$ cat src/rtl/dram_arb.sv
// Two-port arbiter sharing the single-port data RAM between the core (C) and an
// auxiliary bus master (A). Core has priority; a bounded wait counter guarantees A progress.
module dram_arb #(
  parameter int unsigned MAX_WAIT  = 4,
  parameter int unsigned ADDR_BITS = 16
) (
  input  logic        clk,
  input  logic        rst_n,
  input  logic        c_req,
  input  logic        c_wr,
  input  logic [31:0] c_addr,
  input  logic [3:0]  c_mask,
  input  logic [31:0] c_din,
  output logic        c_ack,
  output logic        c_rvalid,
  output logic [31:0] c_rdata,
  input  logic        a_req,
  input  logic        a_wr,
  input  logic [31:0] a_addr,
  input  logic [3:0]  a_mask,
  input  logic [31:0] a_din,
  output logic        a_ack,
  output logic        a_rvalid,
  output logic [31:0] a_rdata,
  output logic        ram_cs,
  output logic        ram_wr,
  output logic [31:0] ram_addr,
  output logic [3:0]  ram_mask,
  output logic [31:0] ram_din,
  input  logic [31:0] ram_dout
);

  typedef enum logic [1:0] {
    OWN_NONE,
    OWN_C,
    OWN_A
  } owner_e;

  localparam logic [31:0] ADDR_MASK  = (ADDR_BITS >= 32) ? 32'hFFFF_FFFF
                                                         : ((32'd1 << ADDR_BITS) - 32'd1);
  localparam logic [3:0]  MAX_WAIT_C = 4'(MAX_WAIT);

  owner_e     rd_owner_q, rd_owner_d;
  logic [3:0] wait_cnt_q, wait_cnt_d;
  logic       grant_c, grant_a;

  // A wins only when C is absent or A has waited its full budget.
  always_comb begin
    grant_c = 1'b0;
    grant_a = 1'b0;
    if (rst_n) begin
      if (a_req && (!c_req || wait_cnt_q == MAX_WAIT_C)) begin
        grant_a = 1'b1;
      end else if (c_req) begin
        grant_c = 1'b1;
      end
    end
  end

  assign c_ack = grant_c;
  assign a_ack = grant_a;

  always_comb begin
    ram_cs   = grant_c | grant_a;
    ram_wr   = 1'b0;
    ram_addr = '0;
    ram_mask = '0;
    ram_din  = '0;
    if (grant_a) begin
      ram_wr   = a_wr;
      ram_addr = a_addr & ADDR_MASK;
      ram_mask = a_mask;
      ram_din  = a_din;
    end else if (grant_c) begin
      ram_wr   = c_wr;
      ram_addr = c_addr & ADDR_MASK;
      ram_mask = c_mask;
      ram_din  = c_din;
    end
  end

  always_comb begin
    wait_cnt_d = wait_cnt_q;
    if (!a_req || grant_a) begin
      wait_cnt_d = '0;
    end else if (wait_cnt_q < MAX_WAIT_C) begin
      wait_cnt_d = wait_cnt_q + 4'd1;
    end

    rd_owner_d = OWN_NONE;
    if (grant_a && !a_wr) begin
      rd_owner_d = OWN_A;
    end else if (grant_c && !c_wr) begin
      rd_owner_d = OWN_C;
    end
  end

  always_ff @(posedge clk or negedge rst_n) begin
    if (!rst_n) begin
      wait_cnt_q <= '0;
      rd_owner_q <= OWN_NONE;
    end else begin
      wait_cnt_q <= wait_cnt_d;
      rd_owner_q <= rd_owner_d;
    end
  end

  // RAM data is registered inside the RAM, so the owner tag lines up with ram_dout.
  assign c_rvalid = (rd_owner_q == OWN_C);
  assign a_rvalid = (rd_owner_q == OWN_A);
  assign c_rdata  = c_rvalid ? ram_dout : '0;
  assign a_rdata  = a_rvalid ? ram_dout : '0;

endmodule

$ cat config.mk
export PLATFORM = sky130hd
export DESIGN_NAME = dram_arb
export DESIGN_NICKNAME = d
export VERILOG_FILES = /design/src/rtl/dram_arb.sv
export SDC_FILE = /design/constraint.sdc
export NUM_CORES = 1
export LEC_CHECK = 0
export CAP_MARGIN = 20
export CORE_AREA = 5 5 118 120
export CTS_BUF_LIST = sky130_fd_sc_hd__clkbuf_4
export DETAILED_ROUTE_END_ITERATION = 10
export DIE_AREA = 0 0 123 125
export DONT_BUFFER_PORTS = 1
export PLACE_DENSITY = 0.3
export RECOVER_POWER = 50
export SETUP_SLACK_MARGIN = 0.3
export SLEW_MARGIN = 15
export SYNTH_ARGS = -nofsm -noshare
export SYNTH_HDL_FRONTEND = slang
export SYNTH_SLANG_ARGS = --single-unit
$ cat constraint.sdc
create_clock -name clk -period 4.27 [get_ports clk]
set_input_delay 0.6405 -clock clk [delete_from_list [all_inputs] [get_ports clk]]
set_output_delay 0.6405 -clock clk [all_outputs]
set_load 0.005 [all_outputs]
* Word level (Yosys, flattened, before mapping)
Index checks and enable logic that the tools add are counted.
** Cells by class
- Reductions and logical operators :: 10
- Order comparisons :: 1
- Bitwise logic cells :: 1
- Add/sub/neg operators :: 1
- Mux-type cells :: 19
- Eq/ne operators :: 3
** Operators by type and width (number)
- $mux 32 :: 4
- $mux 16 :: 2
- $mux 4 :: 4
- $mux 1 :: 8
- $add 4x1->4 const B :: 1
- $eq 4x3->1 const B :: 1
- $logic_not 1->1 :: 4
- $lt 4x3->1 const B :: 1
- $logic_and 1x1->1 :: 3
- $eq 2x1->1 const B :: 1
- $eq 2x2->1 const B :: 1
- $logic_or 1x1->1 :: 2
- $mux 2 :: 1
- $reduce_bool 2->1 :: 1
- $or 1x1->1 :: 1
** Word-level totals
- Output and inout bits :: 138
- Bits of input ports :: 174
- Flip-flop bits (word level) :: 6
- Word-level logic and storage cells :: 37

* Logic depth before layout (Yosys ltp)
- Word-level depth :: 8
- Depth in mapped cells :: 7
- Gate-level depth less buffers :: 5

* Least setup slack after synthesis
OpenSTA, ideal clock, no wires.
- Path type :: register to output
- Start point :: register wait_cnt_q[0]
- End point :: output port ram_addr[12]
- Stages on the path, launching flop included :: 8
- Data arrival time :: 1.369 ns
- Setup slack :: 2.261 ns
- Path buffers :: 2
- Required time :: 3.629 ns
- Cell sequence :: dfrtp_1 > inv_1 > ha_1 > nand3b_4 > o211a_1 > buf_6 > buf_6 > a22o_1
** On the way
- Cells in the longest elaborated chain, start to end :: 7
- Elaborated cells between the ends (all ways) :: 9
- Those cells by class :: 1 x eq/ne; 6 x mux; 2 x reduce/logical
** Ends and longest elaborated chain
- start: declaration :: line 44 : logic [3:0] wait_cnt_q, wait_cnt_d;
- start signal: assignment :: line 103 : wait_cnt_q <= wait_cnt_d;
- $eq 4x3->1 * :: line 52 : if (a_req && (!c_req || wait_cnt_q == MAX_WAIT_C)) begin
- $logic_or 1x1->1 * :: line 52
- $logic_and 1x1->1 * :: line 52
- $mux 1 :: line 52
- $mux 1 :: line 51 : if (rst_n) begin
- $mux 16 :: line 74 : end else if (grant_c) begin
- $mux 16 * :: line 69 : if (grant_a) begin
- end: declaration :: line 27 : output logic [31:0] ram_addr,
Mark *: on every way between the ends. The rest lies on a longest branch, timed or not.

* Worst setup path in the final report
- Start point :: register wait_cnt_q[0]
- End point :: output port ram_din[26]
** On the way
- Elaborated cells between the ends (all ways) :: 9
- Those cells by class :: 1 x eq/ne; 6 x mux; 2 x reduce/logical
** RTL lines
- $eq 4x3->1 :: line 52
- $logic_or 1x1->1 :: line 52
- $logic_and 1x1->1 :: line 52
- $mux 1 :: line 52
- $mux 1 :: line 51
- net a_ack :: line 22 : output logic a_ack,
- $mux 32 :: line 69
- end: declaration :: line 29 : output logic [31:0] ram_din,
The timed path passes the listed nets, and every way through them passes these cells.

==> summary.log <==
qor: clocking.numCtsBuffers 3
qor: yosys.post_synth_main_area_contributors sky130_fd_sc_hd__a22o_1 33%, sky130_fd_sc_hd__and2_1 28%, sky130_fd_sc_hd__dfrtp_1 11%
qor: timing.tightest_slew 1.43 ns
qor: grt.track_usage 7.11%
qor: power_and_ir_drop.vdd_drop_max 40.2 uV
qor: worst_setup_path.worst_setup_path_start_kind flop
qor: timing.fin_tns_setup 0 ns
qor: timing.timing_max_transition_violations_final 0
qor: placed_design.buffer_ports.inserted 0
qor: yosys.netlist.area_leader.share 32.8%
qor: yosys.ys_warn_count 0
qor: power_and_ir_drop.pwr_density_cell 144 nW/um2
qor: timing.report.final.setup_viol 0
qor: clocking.hold_buffers 0
qor: yosys.post_synth_num_cell_types 21
qor: floorplanning.ios 312
qor: worst_setup_path.crit-reg2reg-capture wait_cnt_q[1]$_DFFE_PN0P_
qor: worst_setup_path.critical_path_type reg2out
qor: floorplanning.std_cell_rows 42
qor: drt.wirelength 6.84 mm
qor: clocking.cts_tree done
qor: worst_setup_path.reg2reg_setup_slack 2.01 ns
qor: run.max-cap-violations 0
qor: drt.ant_nets_after_route 0
qor: timing.fmax 303 MHz
qor: floorplanning.die_area 15400 um2
qor: placed_design.routabilityCongestion 0.702
qor: clocking.post_cts.repair.setup_buffers 0
qor: drt.drt_iter0_markers 43
qor: worst_setup_path.worst_ep_required_time 3.63 ns
qor: timing.worst_slew_margin_rel 4.37%
qor: worst_setup_path.crit-reg2reg-launch wait_cnt_q[0]$_DFFE_PN0P_
qor: final_layout.final_layout_size_suffix_gt1_share 4.65%
qor: worst_setup_path.crit_path_top_delay_cell sky130_fd_sc_hd__a21oi_1
qor: final_layout.syn_to_final_growth 7.51%
qor: yosys.synth_area_per_cell 7.78 um2
qor: yosys.synth_enable_flop_cells 0
qor: drt.detail_route.first_pass.iterations 4
qor: worst_setup_path.critical_path.top_delay_family compound AO/OA/AOI/OAI gates
qor: timing.finalWorstPathRequiredPeriod 3.30 ns
qor: power_and_ir_drop.cellLeakagePower 0.593 nW
qor: clocking.clock_path_buffers 2
qor: final_layout.num_antenna_cells 0
qor: final_layout.nets 350
qor: clocking.cts.sinks 6
qor: placed_design.dpl-instance-area 1520 um2
qor: final_layout.final_design_area_no_fill 1520 um2
qor: power_and_ir_drop.report.power.total 0.219 mW
qor: worst_setup_path.crit_fanout 38
qor: worst_setup_path.worst-r2r-cell-count 6
qor: worst_setup_path.critical_path.endpoint_type output port
qor: timing.timing.final.hold_violations 0
qor: floorplanning.die-width 123 um
qor: floorplanning.core_area 12900 um2
qor: grt.first_pass_grt_wire_length 8.06 mm
qor: clocking.post_cts_resized 0
qor: grt.grt-ovfl-total 0
qor: timing.period_share 77.4%
qor: yosys.syn_area 1420 um2
qor: drt.detailroute.via_count 1382
qor: yosys.yosys_register_bits 6
qor: timing.worst_clock_skew 0.000837 ns
qor: yosys.synth_seq_area_share 10.6%
qor: grt.first_global_vias 1272
qor: yosys.syn-instance-count 182
qor: worst_setup_path.crit_path_cell_trace inv_1, ha_1, nand3b_2, a21oi_1, buf_16, buf_4, a22o_1
qor: grt.maximum_number_of_pins_on_one_net_before_global_route_repair 39
qor: placed_design.dp.final_hpwl 6.31 mm
qor: floorplanning.die_height 125 um
qor: drt.vias_per_cell 3.97
qor: yosys.ys_top_cells_by_count 64 x sky130_fd_sc_hd__and2_1, 53 x sky130_fd_sc_hd__a22o_1, 16 x sky130_fd_sc_hd__buf_4
qor: grt.antenna_violations_before_repair 0
qor: yosys.most_instantiated_flip_flop_cell_in_the_synthesis_netlist sky130_fd_sc_hd__dfrtp_1
qor: worst_setup_path.critical_path.max_stage_delay 1.11 ns
qor: min_path.hp-class in2async
qor: clocking.worst_setup_hold_path_clk_slew 0.05 ns
qor: worst_setup_path.timing.critical_path.depth 7
qor: clocking.cts.htree.levels 1
qor: final_layout.nFillCells 1476
qor: clocking.clk_latency 0.24 ns
qor: worst_setup_path.critical_path.n_buffers_inverters 3
qor: outcome.run_status finished clean
qor: timing.unrepaired_setup_endpoints_after_global_routing false
qor: yosys.library_cell_with_the_highest_instance_count_after_synthesis sky130_fd_sc_hd__and2_1
qor: clocking.cts_root_buffer sky130_fd_sc_hd__clkbuf_4
qor: yosys.asyncSetResetFlopFracSynth 100%
qor: drt.post_drt_wl_per_cell 19.7 um
qor: yosys.yosys.area.top_type sky130_fd_sc_hd__a22o_1
qor: floorplanning.start_util 11.0%
qor: worst_setup_path.arrival 2.66 ns
qor: drt.remaining_drc_errors 0
[routing by layer]
layer  wire length (um)  track usage [%]  up-vias  share of wire, %
met2               3690             15.1      168                54
met3                874             1.04        2                13
met4                 27             1.17        0              0.39
met1               2260             7.12      623                33
met5                  0                0        -                 0
li1                   -                -      589                 -
[final cells by class]
| cell class | instances | area, um2 | area share, % |
|---|---|---|---|
| Clock buffer | 3 | 22.5 | 1.48 |
| Inverter | 4 | 15.0 | 0.986 |
| Multi-Input combinational cell | 153 | 1060 | 69.7 |
| Sequential cell | 6 | 150 | 9.86 |
| Tap cell | 176 | 220 | 14.5 |
| Timing Repair Buffer | 6 | 53.8 | 3.53 |
[where the power goes]
part | leakage, nW | switching (mW) | internal [mW]
clock | 0.0138 | 0.0204 | 0.0318
sequential | 0.0810 | 0.00277 | 0.0607
combinational | 0.498 | 0.0624 | 0.0412
total | 0.593 | 0.0856 | 0.134
[registers in the layout, indices dropped and copies added (netlist names)]
signal / count
rd_owner_q: 2
wait_cnt_q: 4
[metrics by stage]
| stage | cells | util, % | setup slack (ns) | hold slack, ns |
|---|---|---|---|---|
| after floorplan | 197 | - | 2.26 | 0.345 |
| after global placement | 342 | 11.6 | 1.47 | 0.345 |
| after detailed placement | 343 | 11.8 | 1.53 | 0.345 |
| after CTS | 346 | 12.0 | 1.27 | 0.0808 |
| after global routing | 348 | 11.8 | 0.677 | 0.0795 |
| final | 348 | 11.8 | 0.967 | 0.0933 |
[cells in the final DEF, fill, tap and decap left out]
cell and n:
sky130_fd_sc_hd__a21oi_1 2, sky130_fd_sc_hd__a22o_1 53, sky130_fd_sc_hd__and2_0 51, sky130_fd_sc_hd__and2_1 13, sky130_fd_sc_hd__buf_16 1, sky130_fd_sc_hd__buf_4 2, sky130_fd_sc_hd__clkbuf_1 3, sky130_fd_sc_hd__clkbuf_4 3
sky130_fd_sc_hd__conb_1 16, sky130_fd_sc_hd__dfrtp_1 6, sky130_fd_sc_hd__ha_1 2, sky130_fd_sc_hd__inv_1 4, sky130_fd_sc_hd__mux2i_1 1, sky130_fd_sc_hd__nand2_1 2, sky130_fd_sc_hd__nand3b_2 1, sky130_fd_sc_hd__nor2_1 2
sky130_fd_sc_hd__nor2b_1 4, sky130_fd_sc_hd__nor3_1 3, sky130_fd_sc_hd__o211a_1 1, sky130_fd_sc_hd__or2_2 1, sky130_fd_sc_hd__xnor2_1 1
[how the worst max path moves through the flow]
stage	from	to	slack [ns]
2_1_floorplan	wait_cnt_q[0]$_DFFE_PN0P_	ram_addr[12]	2.26
3_3_place_gp	wait_cnt_q[0]$_DFFE_PN0P_	ram_addr[0]	1.47
3_5_place_dp	a_req	ram_din[24]	1.53
4_1_cts	wait_cnt_q[0]$_DFFE_PN0P_	ram_din[24]	1.27
5_1_grt	wait_cnt_q[0]$_DFFE_PN0P_	ram_din[26]	0.68
6_report	wait_cnt_q[0]$_DFFE_PN0P_	ram_din[26]	0.97
[cells by family after synthesis]
| kind of cell | Yosys count | share of synthesized area [%] |
|---|---|---|
| AOI/OAI and AO/OA | 56 | 34.5 |
| xor gates and xnor gates | 1 | 0.618 |
| adders and majority gates | 2 | 1.77 |
| buffers and inverters | 38 | 17.6 |
| DFF | 6 | 10.6 |
| muxes | 1 | 0.707 |
| other | 1 | 0.265 |
| and+or+nand+nor | 77 | 34.0 |
Note: power is estimated with default switching activity, not from simulation.
